**src/rtl/rv_pipe_pkg.sv**
```systemverilog
// rtl/rv_pipe_pkg.sv - shared RV32 opcode, field and bubble constants for the fetch/X pipe
package rv_pipe_pkg;

    localparam logic [4:0] OP_R       = 5'b01100;
    localparam logic [4:0] OP_I_ARITH = 5'b00100;
    localparam logic [4:0] OP_I_LOAD  = 5'b00000;
    localparam logic [4:0] OP_S       = 5'b01000;
    localparam logic [4:0] OP_B       = 5'b11000;
    localparam logic [4:0] OP_JAL     = 5'b11011;
    localparam logic [4:0] OP_JALR    = 5'b11001;
    localparam logic [4:0] OP_LUI     = 5'b01101;
    localparam logic [4:0] OP_AUIPC   = 5'b00101;

    localparam logic [31:0] NOP_INST = 32'h0000_0013;

    localparam int OP_LSB  = 2;
    localparam int RD_LSB  = 7;
    localparam int RS1_LSB = 15;
    localparam int RS2_LSB = 20;

    function automatic logic uses_rs1(input logic [4:0] op);
        return (op == OP_R) || (op == OP_I_ARITH) || (op == OP_I_LOAD) ||
               (op == OP_S) || (op == OP_B) || (op == OP_JALR);
    endfunction

    function automatic logic uses_rs2(input logic [4:0] op);
        return (op == OP_R) || (op == OP_S) || (op == OP_B);
    endfunction

endpackage

```
**src/rtl/load_use_detect.sv**
```systemverilog
// rtl/load_use_detect.sv - combinational load-use hazard check between F and X
module load_use_detect
    import rv_pipe_pkg::*;
(
    input  logic [31:0] inst_F,
    input  logic [31:0] inst_X,
    input  logic        x_valid,
    output logic        stall_F
);

    logic [4:0] op_f, op_x, rd_x, rs1_f, rs2_f;
    logic       hit_rs1, hit_rs2;

    assign op_f  = inst_F[OP_LSB  +: 5];
    assign op_x  = inst_X[OP_LSB  +: 5];
    assign rd_x  = inst_X[RD_LSB  +: 5];
    assign rs1_f = inst_F[RS1_LSB +: 5];
    assign rs2_f = inst_F[RS2_LSB +: 5];

    assign hit_rs1 = uses_rs1(op_f) && (rs1_f == rd_x);
    assign hit_rs2 = uses_rs2(op_f) && (rs2_f == rd_x);

    // A load to x0 never produces a value anyone waits for.
    assign stall_F = x_valid && (op_x == OP_I_LOAD) && (rd_x != 5'd0) && (hit_rs1 || hit_rs2);

endmodule

```
**src/rtl/fetch_x_pipe.sv**
```systemverilog
// rtl/fetch_x_pipe.sv - fetch stage and F->X register; load-use interlock under LOAD_USE_STALL_EN
module fetch_x_pipe
    import rv_pipe_pkg::*;
#(
    parameter logic [31:0] RESET_PC = 32'h0000_0000,
    parameter logic [31:0] NOP      = NOP_INST
) (
    input  logic        clk,
    input  logic        rst,
    output logic [31:0] imem_addr,
    input  logic [31:0] imem_rdata,
    input  logic        hold,
    input  logic        pc_sel,
    input  logic [31:0] alu_out,
    output logic [31:0] inst_F,
    output logic [31:0] inst_X,
    output logic [31:0] pc_X,
    output logic        x_valid,
    output logic        stall_F
);

    logic [31:0] pc_f;

    assign imem_addr = pc_f;
    assign inst_F    = imem_rdata;

`ifdef LOAD_USE_STALL_EN
    load_use_detect u_load_use_detect (
        .inst_F  (inst_F),
        .inst_X  (inst_X),
        .x_valid (x_valid),
        .stall_F (stall_F)
    );
`else
    assign stall_F = 1'b0;
`endif

    // Redirect beats hold so a taken branch seen during a memory wait is not lost.
    always_ff @(posedge clk) begin
        if (rst) begin
            pc_f    <= RESET_PC;
            inst_X  <= NOP;
            pc_X    <= 32'h0;
            x_valid <= 1'b0;
        end else if (pc_sel) begin
            pc_f    <= alu_out & ~32'h1;
            inst_X  <= NOP;
            pc_X    <= 32'h0;
            x_valid <= 1'b0;
        end else if (hold) begin
            pc_f    <= pc_f;
        end else if (stall_F) begin
            inst_X  <= NOP;
            pc_X    <= 32'h0;
            x_valid <= 1'b0;
        end else begin
            pc_f    <= pc_f + 32'd4;
            inst_X  <= inst_F;
            pc_X    <= pc_f;
            x_valid <= 1'b1;
        end
    end

endmodule
```
**config.mk**
```make
export PLATFORM = sky130hd
export DESIGN_NAME = fetch_x_pipe
export DESIGN_NICKNAME = d
export VERILOG_FILES = /design/src/rtl/rv_pipe_pkg.sv /design/src/rtl/load_use_detect.sv /design/src/rtl/fetch_x_pipe.sv
export SDC_FILE = /design/constraint.sdc
export NUM_CORES = 1
export LEC_CHECK = 0
export CORE_MARGIN = 2
export CORE_UTILIZATION = 35
export DETAILED_ROUTE_END_ITERATION = 8
export PLACE_DENSITY = 0.73
export SLEW_MARGIN = 30
export SYNTH_ARGS = -nofsm -noshare
export SYNTH_HDL_FRONTEND = slang
export SYNTH_SLANG_ARGS = --single-unit
```
**constraint.sdc**
```tcl
create_clock -name clk -period 2 [get_ports clk]
set_input_delay 0.3 -clock clk [delete_from_list [all_inputs] [get_ports clk]]
set_output_delay 0.3 -clock clk [all_outputs]
set_load 0.05 [all_outputs]
```
* After elaboration in Yosys (flattened, before gate mapping)
Cells that the tools add are included.
Word-level totals: logic and storage cells 10, register bits after elaboration 97, output and inout port bits 130
Cells by class: multiplexer cells 2, reductions and logical operators 1, add/sub/neg operators 1, equality and inequality tests 1
Operator list (count):
- $mux 32 | 2
- $add 32x3->32 const B | 1
- $ne 2x1->1 const B | 1
- $reduce_or 2->1 | 1

* Longest topological paths before layout
depth after elaboration 3, mapped depth 6, depth with buffers taken out 5

* Least setup slack after synthesis
Ideal clock, no wire load.
kind reg2reg, from reg pc_f[2] (netlist: imem_addr[2]), to reg pc_f[26] (netlist: imem_addr[26]), clock period less this slack 2.458 ns, slack -0.458 ns, library setup time 0.091 ns, data required time 1.909 ns, data arrival time 2.367 ns, stages on the path, launching flop included 7, path through dfxtp_1 -> ha_1 -> nand3b_1 -> or4_1 -> buf_2 -> or4_1 -> a311oi_1
On the way: word-level cells in the longest chain between the ends 3
Ends and longest elaborated chain:
- from (decl) | RTL line fetch_x_pipe.sv:22 | logic [31:0] pc_f;
- from (signal assigned) | RTL line fetch_x_pipe.sv:46 | pc_f <= alu_out & ~32'h1;
- from (signal assigned) | RTL line fetch_x_pipe.sv:51 | pc_f <= pc_f;
- from (signal assigned) | RTL line fetch_x_pipe.sv:57 | pc_f <= pc_f + 32'd4;
- $add 32x3->32 | RTL line fetch_x_pipe.sv:57
- $mux 32 | RTL line fetch_x_pipe.sv:50 | end else if (hold) begin
- $mux 32 | RTL line fetch_x_pipe.sv:45 | end else if (pc_sel) begin
Every way passes these cells. The select of a mux whose other input is x is not followed. A chain may end at the register's enable or synchronous reset.

* Final worst setup path
from reg pc_f[3] (netlist: imem_addr[3]), to reg pc_f[22] (netlist: imem_addr[22])
Same word-level chain as after synthesis.

==> flow_summary.json <==
{
  "synth_top_family_by_area": "simple AND/OR/NAND/NOR gates",
  "worst_slew_pin_slew_ns": 0.9661,
  "drtPass1Iterations": 4,
  "path_cells": "ha_4, nand3b_1, or4_4, or4_4, a311oi_2",
  "max_stage_delay_ns": 0.50,
  "setup_viol": 0,
  "cts_hold_buf": 0,
  "required_ns": 2.25,
  "end_kind": "register",
  "synth_area_mm2": 0.004250,
  "cp_max_fo": 8,
  "cts_made_buffers": 9,
  "fin_area_mm2": 0.006899,
  "design.core.area_mm2": 0.01191,
  "hold_viol": 0,
  "via_count": 3958,
  "netlist_instances": 467,
  "yosysWarnings": 0,
  "area_growth_pct": 62.32,
  "numPortBuffers": 193,
  "hpwl_um": 9493,
  "htree_levels": 3,
  "antennaDiodeCount": 0,
  "place_congestion": 0.7872,
  "cts_buffer_depth": 2,
  "grt_pass1_vias": 3910,
  "die_h_um": 114.2,
  "drive_gt1_share_pct": 18.64,
  "maxCapViolCount": 0,
  "grt_setup_unrepaired": "true",
  "worst_slack_ns": 0.01284,
  "grt_max_degree": 59,
  "status": "complete, no violations",
  "routed_wl_um": 12660,
  "synth.area.mux_share_pct": 15.31,
  "ys_ff_latch": 95,
  "die_x_um": 114.2,
  "r2r_slack_ns": 0.01,
  "crit_path_frequent_cell": "or4_4",
  "p_leak_uw": 0.002717,
  "hold_class": "register to register",
  "yosys.area_share.adder_pct": 0.2944,
  "pwr_density_cell_mw_per_mm2": 749.6,
  "final_cells": 796,
  "skew_ns": 0.005880,
  "grt_pass1_wl_um": 19810,
  "critPathLaunchType": "register",
  "grt_overflow": 0,
  "fin_hold_ws_ns": 0.4481,
  "insertion_delay_ns": 0.34,
  "nNetsFinal": 713,
  "syn_avg_cell_area_um2": 9.101,
  "wl_per_cell_um": 15.91,
  "io_pins": 198,
  "dp_worst_setup_slack_ns": -0.09925,
  "antenna_found_initial": 0,
  "synth_cell_type_count": 42,
  "slew_viol_final": 0,
  "dr.first_iter.drc_count": 167,
  "cts_tree": "yes",
  "period_minus_slack_ns": 1.987,
  "worst_path_max_delay_cell": "or4_4",
  "drtAntennaViolNets": 0,
  "drc": 0,
  "core.rowCount": 40,
  "die_area_mm2": 0.01304,
  "vias_per_cell": 4.972,
  "cts-root-buf": "clkbuf_16",
  "ys_seq_area_share_pct": 44.75,
  "cts_sinks": 95,
  "max_freq_ghz": 0.5032,
  "track_usage_pct": 18.94,
  "clk_pin_slew_ns": 0.07,
  "fin_util_pct": 57.92,
  "detailed_place.area_mm2": 0.006514,
  "initial_core_util_pct": 35.68,
  "maxSlewHeadroom_pct": 35.59,
  "critical_path_class": "register to register",
  "yosys.area_share.simple_pct": 18.40,
  "final.period_utilization_pct": 99.36,
  "cp.arrival_ns": 2.23,
  "ir_drop_mv": 0.3389,
  "placed_cells": 780,
  "synth_xor_area_share_pct": 2.473,
  "synth-compound-area-share_pct": 8.655
}
-- layout make-up --
class	instances	area, um^2
Clock buffer	11	264.0
Clock inverter	5	86.33
Fill cell	1036	5012
Inverter	11	41.29
Multi-Input combinational cell	296	1983
Sequential cell	95	1956
Tap cell	147	183.9
Timing Repair Buffer	231	2385
-- layer usage --
| layer | vias to the layer above | wire, um | track usage, % |
|---|---|---|---|
| met5 | - | 0 | 0 |
| met4 | 0 | 189 | 5.935 |
| met3 | 14 | 902 | 5.717 |
| met2 | 145 | 6201 | 32.70 |
| met1 | 1837 | 5369 | 22.59 |
| li1 | 1962 | - | - |
-- critical path: cells and delay by family (launching register included) --
kind	cells	cell delay, ns
flip-flops	1	0.37
AND/OR/NAND/NOR	3	1.11
AO/OA/AOI/OAI	1	0.28
adder cells (fa/ha/maj)	1	0.13
-- synthesized netlist by cell type --
cell type	instances	area, um^2
mux2i_1	65	650.6
o31a_1	1	8.760
buf_4	35	262.8
or3_1	5	31.28
o21a_1	1	7.510
buf_2	2	10.01
xnor2_1	8	70.07
a221o_1	1	10.01
nand4_1	7	43.79
nand3_1	9	45.04
xor2_1	4	35.03
conb_1	1	3.750
a221oi_1	1	8.760
nand3b_1	1	7.510
or3b_2	1	8.760
o311ai_0	1	8.760
nor3_1	4	20.02
and4_1	2	17.52
nor2b_1	1	6.260
nor4_1	9	56.30
a31oi_1	2	12.51
a2111oi_1	1	10.01
a211oi_1	12	90.09
nand4b_1	1	8.760
nor4b_1	1	8.760
a311oi_1	11	96.34
a2111oi_0	2	17.52
ha_1	1	12.51
and2_1	1	6.260
and3b_1	1	8.760
o21ai_0	5	25.02
nand4_2	1	12.51
buf_1	5	18.77
o31ai_1	7	52.55
clkbuf_1	25	93.84
dfxtp_1	95	1902
or4_1	10	75.07
or2_2	2	12.51
inv_1	11	41.29
a21oi_1	4	20.02
nand2_1	17	63.81
nor2_1	93	349.1
-- through the flow --
stage | TNS (ns) | power (uW)
floorplan | -0.2849 | 2789
global placement | -0.07828 | 3247
detailed placement | -0.3397 | 3267
CTS | 0 | 5226
global route | -0.07225 | 5375
finish | 0 | 5172
-- path summary, 6_finish.rpt --
path | start | end | cells after the start
setup / recovery | imem_addr[3] | imem_addr[22] | 5
hold / removal | x_valid | x_valid | 2
setup reg to reg | imem_addr[3] | imem_addr[22] | 5
hold reg to reg | x_valid | x_valid | 2
-- placed cells by master (no fill, tap or decap), drive strengths merged, types with 7 or more instances in the layout --
master and n:
buf 72, nand4 8, clkdlybuf4s50 158, nor2 93, a311oi 11, a211oi 12, clkbuf 11, xnor2 8
nand2 17, nor4 9, nand3 9, or4 10, inv 12, dfxtp 95, mux2i 65, o31ai 7
-- cell families after synthesis --
kind of cell             after synthesis
AO/OA/AOI/OAI                         49
XOR/XNOR                              12
adder cells (fa/ha/maj)                1
buffers and inverters                 78
flip-flops                            95
multiplexers                          65
other                                  1
AND/OR/NAND/NOR                      166
-- flip-flops by register name, indices dropped and copies added, names as in the netlist --
register and cells:
inst_X 32, x_valid 1, imem_addr 31, pc_X 31
-- repair_timing --
| item | CTS | global route |
|---|---|---|
| endpoints found under the setup margin | 5 | 10 |
| pin swaps | 0 | 2 |
| resized for setup | 3 | 7 |
| hold endpoints to repair | 0 | 0 |
| buffers inserted | 0 | 1 |
-- power by group --
part	internal [uW]	switching (uW)	total [uW]	leakage, uW
Clock	1210	729	1940	0.000171
Combinational	489	698	1190	0.00176
Sequential	1970	70.9	2040	0.000787
Total	3670	1500	5170	0.00272
Note: power is estimated with default switching activity, not from simulation.
